### src/rtl/tdm_pkg.sv
// Shared constants and helpers for the TDM demultiplexer.
// State encodings, channel limit and index-width helper.
package tdm_pkg;

   localparam logic [0:0] ST_HUNT = 1'b0;
   localparam logic [0:0] ST_RUN  = 1'b1;

   localparam int TDM_MAX_CHANNELS = 16;

   function automatic int tdm_clog2(input int n);
      int r;
      r = 0;
      while ((1 << r) < n) r++;
      return r;
   endfunction

endpackage

### src/rtl/tdm_slot_counter.sv
// Slot counter for the TDM demultiplexer.
// Clear beats load-to-1, which beats increment; wraps after CHANNELS-1.
module tdm_slot_counter
   import tdm_pkg::*;
#(
   parameter int CHANNELS = 4,
   parameter int IDX_W    = 2
) (
   input  logic             clk,
   input  logic             rst_n,
   input  logic             inc,
   input  logic             load1,
   input  logic             clr,
   output logic [IDX_W-1:0] count,
   output logic             last
);

   logic [IDX_W-1:0] count_q;
   logic [IDX_W-1:0] count_d;

   assign last  = (count_q == IDX_W'(CHANNELS - 1));
   assign count = count_q;

   always_comb begin
      count_d = count_q;
      if (clr) begin
         count_d = '0;
      end else if (load1) begin
         count_d = IDX_W'(1);
      end else if (inc) begin
         count_d = last ? '0 : count_q + IDX_W'(1);
      end
   end

   always_ff @(posedge clk or negedge rst_n) begin
      if (!rst_n) begin
         count_q <= '0;
      end else begin
         count_q <= count_d;
      end
   end

endmodule

### src/rtl/tdm_demux.sv
// TDM demultiplexer: slot-interleaved stream in, coherent frame out.
// Optional even-parity checking enabled by TDM_DEMUX_PARITY_EN.
module tdm_demux
   import tdm_pkg::*;
#(
   parameter int CHANNELS = 4,
   parameter int WIDTH    = 1,
   parameter int IDX_W    = 2
) (
   input  logic                      clk,
   input  logic                      rst_n,
   input  logic [WIDTH-1:0]          din,
   input  logic                      din_valid,
   input  logic                      frame_sync,
`ifdef TDM_DEMUX_PARITY_EN
   input  logic                      din_par,
   output logic                      par_err,
`endif
   output logic [CHANNELS*WIDTH-1:0] dout,
   output logic                      dout_valid,
   output logic [IDX_W-1:0]          slot_idx,
   output logic                      locked,
   output logic                      sync_err
);

   localparam int SH_W = (CHANNELS - 1) * WIDTH;

   if (IDX_W != tdm_clog2(CHANNELS)) begin : g_bad_idx
      $error("IDX_W must equal clog2(CHANNELS)");
   end
   if (CHANNELS < 2 || CHANNELS > TDM_MAX_CHANNELS) begin : g_bad_ch
      $error("CHANNELS out of range");
   end

   logic [0:0]               state_q, state_d;
   logic [SH_W-1:0]          shadow_q, shadow_d;
   logic [CHANNELS*WIDTH-1:0] dout_q, dout_d;
   logic                     dv_q, dv_d;
   logic                     serr_q, serr_d;
   logic                     inc, load1, clr;
   logic [IDX_W-1:0]         count;
   logic                     last;

   tdm_slot_counter #(
      .CHANNELS (CHANNELS),
      .IDX_W    (IDX_W)
   ) u_cnt (
      .clk   (clk),
      .rst_n (rst_n),
      .inc   (inc),
      .load1 (load1),
      .clr   (clr),
      .count (count),
      .last  (last)
   );

   always_comb begin
      state_d  = state_q;
      shadow_d = shadow_q;
      dout_d   = dout_q;
      dv_d     = 1'b0;
      serr_d   = 1'b0;
      inc      = 1'b0;
      load1    = 1'b0;
      clr      = 1'b0;
      if (din_valid) begin
         unique case (state_q)
            ST_HUNT: begin
               if (frame_sync) begin
                  shadow_d[WIDTH-1:0] = din;
                  load1   = 1'b1;
                  state_d = ST_RUN;
               end
            end
            ST_RUN: begin
               // A marker mid-frame restarts alignment on this sample
               if (frame_sync) begin
                  serr_d = (count != '0);
                  shadow_d[WIDTH-1:0] = din;
                  load1  = 1'b1;
               end else if (count == '0) begin
                  serr_d  = 1'b1;
                  clr     = 1'b1;
                  state_d = ST_HUNT;
               end else if (last) begin
                  dout_d = {din, shadow_q};
                  dv_d   = 1'b1;
                  inc    = 1'b1;
               end else begin
                  shadow_d[int'(count)*WIDTH +: WIDTH] = din;
                  inc = 1'b1;
               end
            end
            default: state_d = ST_HUNT;
         endcase
      end
   end

   always_ff @(posedge clk or negedge rst_n) begin
      if (!rst_n) begin
         state_q  <= ST_HUNT;
         shadow_q <= '0;
         dout_q   <= '0;
         dv_q     <= 1'b0;
         serr_q   <= 1'b0;
      end else begin
         state_q  <= state_d;
         shadow_q <= shadow_d;
         dout_q   <= dout_d;
         dv_q     <= dv_d;
         serr_q   <= serr_d;
      end
   end

`ifdef TDM_DEMUX_PARITY_EN
   logic perr_q, perr_d;
   logic par_err_q, par_err_d;
   logic samp_bad;

   assign samp_bad = ^{din, din_par};

   always_comb begin
      perr_d    = perr_q;
      par_err_d = 1'b0;
      if (load1) begin
         perr_d = samp_bad;
      end else if (dv_d) begin
         par_err_d = perr_q | samp_bad;
      end else if (inc) begin
         perr_d = perr_q | samp_bad;
      end
   end

   always_ff @(posedge clk or negedge rst_n) begin
      if (!rst_n) begin
         perr_q    <= 1'b0;
         par_err_q <= 1'b0;
      end else begin
         perr_q    <= perr_d;
         par_err_q <= par_err_d;
      end
   end

   assign par_err = par_err_q;
`endif

   assign dout       = dout_q;
   assign dout_valid = dv_q;
   assign slot_idx   = count;
   assign locked     = (state_q == ST_RUN);
   assign sync_err   = serr_q;

endmodule

### config.mk
export PLATFORM = sky130hd
export DESIGN_NAME = tdm_demux
export DESIGN_NICKNAME = d
export VERILOG_FILES = /design/src/rtl/tdm_pkg.sv /design/src/rtl/tdm_slot_counter.sv /design/src/rtl/tdm_demux.sv
export SDC_FILE = /design/constraint.sdc
export NUM_CORES = 1
export LEC_CHECK = 0
export BUFFER_PORTS_ARGS = -buffer_cell sky130_fd_sc_hd__buf_2
export CORE_AREA = 2 2 42 44
export DETAILED_ROUTE_END_ITERATION = 10
export DIE_AREA = 0 0 44 46
export GPL_TIMING_DRIVEN = 0
export MAX_ROUTING_LAYER = met4
export PLACE_DENSITY = 0.72
export SLEW_MARGIN = 30
export SYNTH_ARGS = -nofsm -noshare
export SYNTH_HDL_FRONTEND = slang
export SYNTH_HIERARCHICAL = 1
export SYNTH_SLANG_ARGS = --single-unit
### constraint.sdc
create_clock -name clk -period 2.47 [get_ports clk]
set_input_delay 0.247 -clock clk [delete_from_list [all_inputs] [get_ports clk]]
set_output_delay 0.247 -clock clk [all_outputs]
set_load 0.01 [all_outputs]
# == After elaboration in Yosys (flattened, before gate mapping) ==
# Index checks and enable logic that the tools add are counted.
# op_classes
n_addsub,2
n_mul,0
n_div,0
n_lt_le_gt_ge,0
eq_ne,4
shift,2
muxes,30
bitwise_logic,4
reduce_logical,6
# op_table
op,count
negation 2 -> 33 bit,1
"variable shift 1 x 33 -> 3 bit, first input constant",1
variable part select 1 x 33 -> 3 bit,1
2-to-1 mux 1 bit,23
AND reduction 5 bit,2
2-to-1 mux 2 bit,4
"!= test 3 bit, second input constant",2
NOT 1 bit,4
case mux 1 bit (2 select lines),2
AND reduction 4 bit,1
bitwise mux 3 bit,1
nonzero test 3 bit,1
"adder 2 x 1 -> 2 bit, second input constant",1
"== test 2 bit, second input constant",1
logical NOT 2 bit,1
"!= test 2 bit, second input constant",1
nonzero test 2 bit,1
# totals
reg_bits,12
latch_bits,0
mem_bits_rw,0
rom_bits,0
out_inout_bits,9
mem_count,0

# == Depth between registers and ports, before layout ==
# logic_depth
depth_word,8
ltp_mapped,7

# == Cells and area by module ==
# The synthesis kept the hierarchy.
# by_module_without_submodules
mod,n_inst,cells_each,area_each_um2
tdm_demux,1,49,553.0
tdm_slot_counter,1,9,102.6

# == Least setup slack after synthesis ==
# OpenSTA, ideal clock, no wires.
# synth_timing
path_kind,reg-to-reg
start,"register u_cnt.count_q[0], in the netlist u_cnt/count[0]"
end,"register u_cnt.count_q[0], in the netlist u_cnt/count[0]"
setup_ns,0.082
t_arrival_ns,1.732
required_time_ns,2.388
path_slack_ns,0.656
stages_incl_launch_ff,8
path_cell_list,dfrtp_1 inv_1 ha_1 inv_1 ha_1 and3_2 or3b_1 a31oi_1
# synth_via
elab_chain_len,6
elab_cells_between_ends,16
# synth_rtl
item,line,rtl
"start, declared",tdm_slot_counter.sv:18,logic [IDX_W-1:0] count_q;
"start signal, assigned",tdm_slot_counter.sv:39,count_q <= count_d;
logical NOT 2 bit,tdm_demux.sv:81,end else if (count == '0) begin
2-to-1 mux 1 bit,tdm_demux.sv:81,
2-to-1 mux 1 bit,tdm_demux.sv:77,if (frame_sync) begin
2-to-1 mux 1 bit,tdm_demux.sv:67,unique case (state_q)
2-to-1 mux 1 bit,tdm_demux.sv:66,if (din_valid) begin
via inc,tdm_demux.sv:40,"logic inc, load1, clr;"
nonzero test 3 bit (no line),-,
# The timed path passes the listed nets, and every way through them passes these cells. The select of a mux whose other input is x is not followed.
# A chain may end at the register's enable or synchronous reset.

# == Final worst setup path ==
# Ends and elaborated chain as after synthesis.

==> out/qor.txt <==
STATUS
-----------------------------------------------------------------------------------------------
Outcome                                                                            finished clean

DRT
-----------------------------------------------------------------------------------------------
Via count                                                                                   460
Routed wire length per instance                                                        11.58 µm
Vias per inst                                                                             4.946
Remaining DRCs                                                                                0
DR iter-0 viols                                                                               5
TritonRoute pass-1 iters                                                                      4
Wire length after detailed routing                                                     1.077 mm
Antenna Nets Post-Route                                                                       0

LOGIC SYNTHESIS
-----------------------------------------------------------------------------------------------
Post-Synthesis Mean Instance Area                                                     11.30 µm²
Unique masters post-synth                                                                    21
Net Count, Synth                                                                             70
Post-Synthesis Cell Area                                                              655.6 µm²
Total number of yosys warnings                                                                6
Gate count after technology mapping                                                          58
Number of synthesized register bits                                                          12
Fraction of the yosys area taken by sequential cells                                     45.80%

SETUP PATH
-----------------------------------------------------------------------------------------------
CP Depth                                                                                      7
Critical path peak fanout                                                                     8
Origin of the worst setup path                                                     u_cnt/count[0]
Crit path arrival time                                                                  2.15 ns
Worst R2R End                                                                      u_cnt/count[0]
Worst-case register-to-register setup slack                                             0.51 ns
Crit path kind                                                                       reg -> reg
Reg-to-reg startpoint                                                              u_cnt/count[0]
Number of buffer and inverter stages on the critical path                                     2
Standard cell with the maximum stage delay on the critical path                    sky130_fd_sc_hd__dfrtp_1
Type of destination of the critical path                                              flip-flop
Crit-path cells                                                                    inv_1, ha_1, inv_1, ha_1, and3_2, or3b_1, a31oi_1
Capture point of the critical path                                                 u_cnt/count[0]
Sort of element at the start of the critical path                                     flip-flop
Critical path's largest stage delay                                                     0.48 ns
Data required, critical path                                                            2.67 ns
Logic depth of the worst register-to-register path                                            7
Cell class contributing the biggest share of worst-path delay                      simple AND/OR/NAND/NOR gates

TIMING
-----------------------------------------------------------------------------------------------
Min Hold Slack                                                                        0.2188 ns
Final Skew                                                                          0.005235 ns
Final setup violation count                                                                   0
Tcrit/Tclk final                                                                         79.26%
Sum Neg Setup Slack                                                                        0 ns
Final count of pins violating max slew                                                        0
Highest clock rate                                                                    510.8 MHz
Number of hold-slack violations in the final timing report                                    0
Relative slew margins                                                                    81.87%
Setup slack after layout                                                              0.5122 ns
RSZ-0062 raised after global routing                                                      false
Transition time at the pin with the least slew margin                                 0.2720 ns
Time the worst path needs with I/O delays and setup                                    1.958 ns

FLOORPLAN
-----------------------------------------------------------------------------------------------
Die extent in x                                                                           44 µm
Area inside the core boundary                                                          1614 µm²
Initial cell density of the core                                                         40.62%
Floorplan row count                                                                          15
Die Area                                                                               2024 µm²
Die Ht                                                                                    46 µm
Number of primary I/O pins                                                                   14

POWER
-----------------------------------------------------------------------------------------------
Power density over cell area                                                       996.1 nW/µm²
IR Drop Worst-Case VDD                                                                0.3306 mV
Psw                                                                                   0.2794 mW
Fraction of power consumed by sequential logic                                            40.1%
Switching part of the total                                                              35.58%
Leakage power                                                                         0.4295 nW
Internal power                                                                        0.5058 mW
Combinational cell fraction of total power                                                40.3%
Relative contribution of the clock network to total power                                 19.6%

CLOCK TREE
-----------------------------------------------------------------------------------------------
Number of H-tree levels                                                                       1
Number of post-CTS setup repair buffers                                                       0
Clock input transition at the sequential cells of the worst setup and hold paths        0.08 ns
Source-to-sink clock delay at the later pin of the worst-skew pair                      0.27 ns
Root cell of the clock tree                                                        sky130_fd_sc_hd__clkbuf_4
Hold-fix buffers, CTS                                                                         1
Clock buffers created by TritonCTS                                                            3
TritonCTS clock tree                                                                       done
Sinks on the clock net                                                                       12
Post_cts resized                                                                              0
Clock buffer depth                                                                            2

FINAL LAYOUT
-----------------------------------------------------------------------------------------------
Fraction of the core area covered by cells at the end of the flow                        48.84%
Final #Nets                                                                                  89
Fraction of final layout cells with drive strength greater than 1                        34.21%
# diodes                                                                                      0
Layout overhead on the synthesized area                                                  20.23%
Cell Count, Final, Fillers Out                                                               93

WORST HOLD PATH
-----------------------------------------------------------------------------------------------
Startpoint of the worst hold path                                                     din_valid
HP Class                                                                              in -> reg

GRT
-----------------------------------------------------------------------------------------------
Vias in the first global route                                                              392
Number of antenna violations at the first check in global routing                             0
Maximum number of pins on one net before global-route repair                                 13
Total gr overflow                                                                             0
First-pass GRT wire length                                                             1.669 mm
Total track usage                                                                        12.49%

PLACEMENT
-----------------------------------------------------------------------------------------------
Number of I/O port buffers                                                                   13
Routability cong.                                                                        0.6967
Worst slack, placed                                                                   0.5315 ns
Hpwl dp                                                                                835.3 µm
Total instance count after detailed placement                                                88

JOB
-----------------------------------------------------------------------------------------------
Maximum capacitance violations                                                                0

[worst min-delay path, stage by stage]
cell,delay [ns]
sky130_fd_sc_hd__buf_2,0.13
sky130_fd_sc_hd__nand2_1,0.06
sky130_fd_sc_hd__nor2_1,0.03
[power by group through the flow]
stage | clock [mW] | sequential [mW] | combinational [mW]
5_1_grt | 0.171 | 0.326 | 0.361
2_1_floorplan | 0 | 0.333 | 0.200
6_report | 0.154 | 0.315 | 0.316
3_3_place_gp | 0 | 0.318 | 0.309
3_5_place_dp | 0 | 0.320 | 0.319
4_1_cts | 0.161 | 0.316 | 0.321
[flip-flops by register name, summed over array words and instances, names as in the netlist]
register,cells
u_cnt/count,2
locked,1
dout,4
dout_valid,1
sync_err,1
shadow_q,3
[cells in the final DEF, fill, tap and decap left out, types with 2 or more instances in the layout]
| cell type | Yosys | layout |
|---|---|---|
| sky130_fd_sc_hd__buf_2 | 0 | 13 |
| sky130_fd_sc_hd__dfrtp_1 | 12 | 12 |
| sky130_fd_sc_hd__ha_1 | 7 | 7 |
| sky130_fd_sc_hd__inv_1 | 6 | 6 |
| sky130_fd_sc_hd__nor2_1 | 4 | 4 |
| sky130_fd_sc_hd__and3_2 | 3 | 3 |
| sky130_fd_sc_hd__nand2_1 | 3 | 3 |
| sky130_fd_sc_hd__mux2_2 | 3 | 3 |
| sky130_fd_sc_hd__nor3_1 | 3 | 3 |
| sky130_fd_sc_hd__mux2_4 | 3 | 3 |
| sky130_fd_sc_hd__clkbuf_4 | 0 | 3 |
| sky130_fd_sc_hd__nand3_1 | 2 | 2 |
| sky130_fd_sc_hd__a31oi_1 | 2 | 2 |
[layout make-up]
type | instances | area [µm²]
Clock buffer | 4 | 36.28
Fill cell | 143 | 825.8
Inverter | 6 | 22.52
Multi-Input combinational cell | 40 | 332.8
Sequential cell | 12 | 300.3
Tap cell | 17 | 21.27
Timing Repair Buffer | 14 | 75.07
[synthesized netlist by cell type]
cell	instances	area [µm²]
sky130_fd_sc_hd__nand4_1	1	6.260
sky130_fd_sc_hd__and4bb_1	1	12.51
sky130_fd_sc_hd__and2_1	1	6.260
sky130_fd_sc_hd__a31oi_1	2	12.51
sky130_fd_sc_hd__o21ai_1	1	5.000
sky130_fd_sc_hd__nor2_1	4	15.01
sky130_fd_sc_hd__nand3_1	2	10.01
sky130_fd_sc_hd__nand4bb_1	1	11.26
sky130_fd_sc_hd__and3_2	3	22.52
sky130_fd_sc_hd__and3b_1	1	8.760
sky130_fd_sc_hd__mux2_2	3	33.78
sky130_fd_sc_hd__dfrtp_1	12	300.3
sky130_fd_sc_hd__o21ai_0	1	5.000
sky130_fd_sc_hd__mux2i_1	1	10.01
sky130_fd_sc_hd__nand2b_1	1	6.260
sky130_fd_sc_hd__nand2_1	3	11.26
sky130_fd_sc_hd__mux2_4	3	45.04
sky130_fd_sc_hd__inv_1	6	22.52
sky130_fd_sc_hd__ha_1	7	87.58
sky130_fd_sc_hd__or3b_1	1	8.760
sky130_fd_sc_hd__nor3_1	3	15.01
[routing by layer]
layer	track usage (%)	vias up	part of all wire [%]
met2	20.29	11	50
met5	-	-	0
met3	3.571	0	3.3
met1	12.86	211	47
li1	-	238	-
met4	9.091	0	0
[per-stage QoR]
stage / instance area [µm²] / power, mW
finish: 788.3 / 0.7852
global route: 788.3 / 0.8572
CTS: 788.3 / 0.7980
detailed placement: 742.0 / 0.6387
global placement: 742.0 / 0.6270
floorplan: 655.6 / 0.5335
[logic make-up after synthesis]
group	after synthesis	share of synthesized area [%]
multiplexers	7	13.55
AND/OR/NAND/NOR	22	20.42
buffers and inverters	6	3.435
adder cells (fa/ha/maj)	7	13.36
AO/OA/AOI/OAI	4	3.433
flip-flops	12	45.80
[worst min-delay path by stage]
stage                     cells past startpoint  slack [ns]       end
after floorplan                               0       -0.05   dout[0]
after global placement                        1        0.13  sync_err
after detailed placement                      1        0.14   dout[0]
after CTS                                     3        0.21  sync_err
after global routing                          3        0.21  sync_err
final                                         3        0.22  sync_err
(Power assumes the default switching activity.)
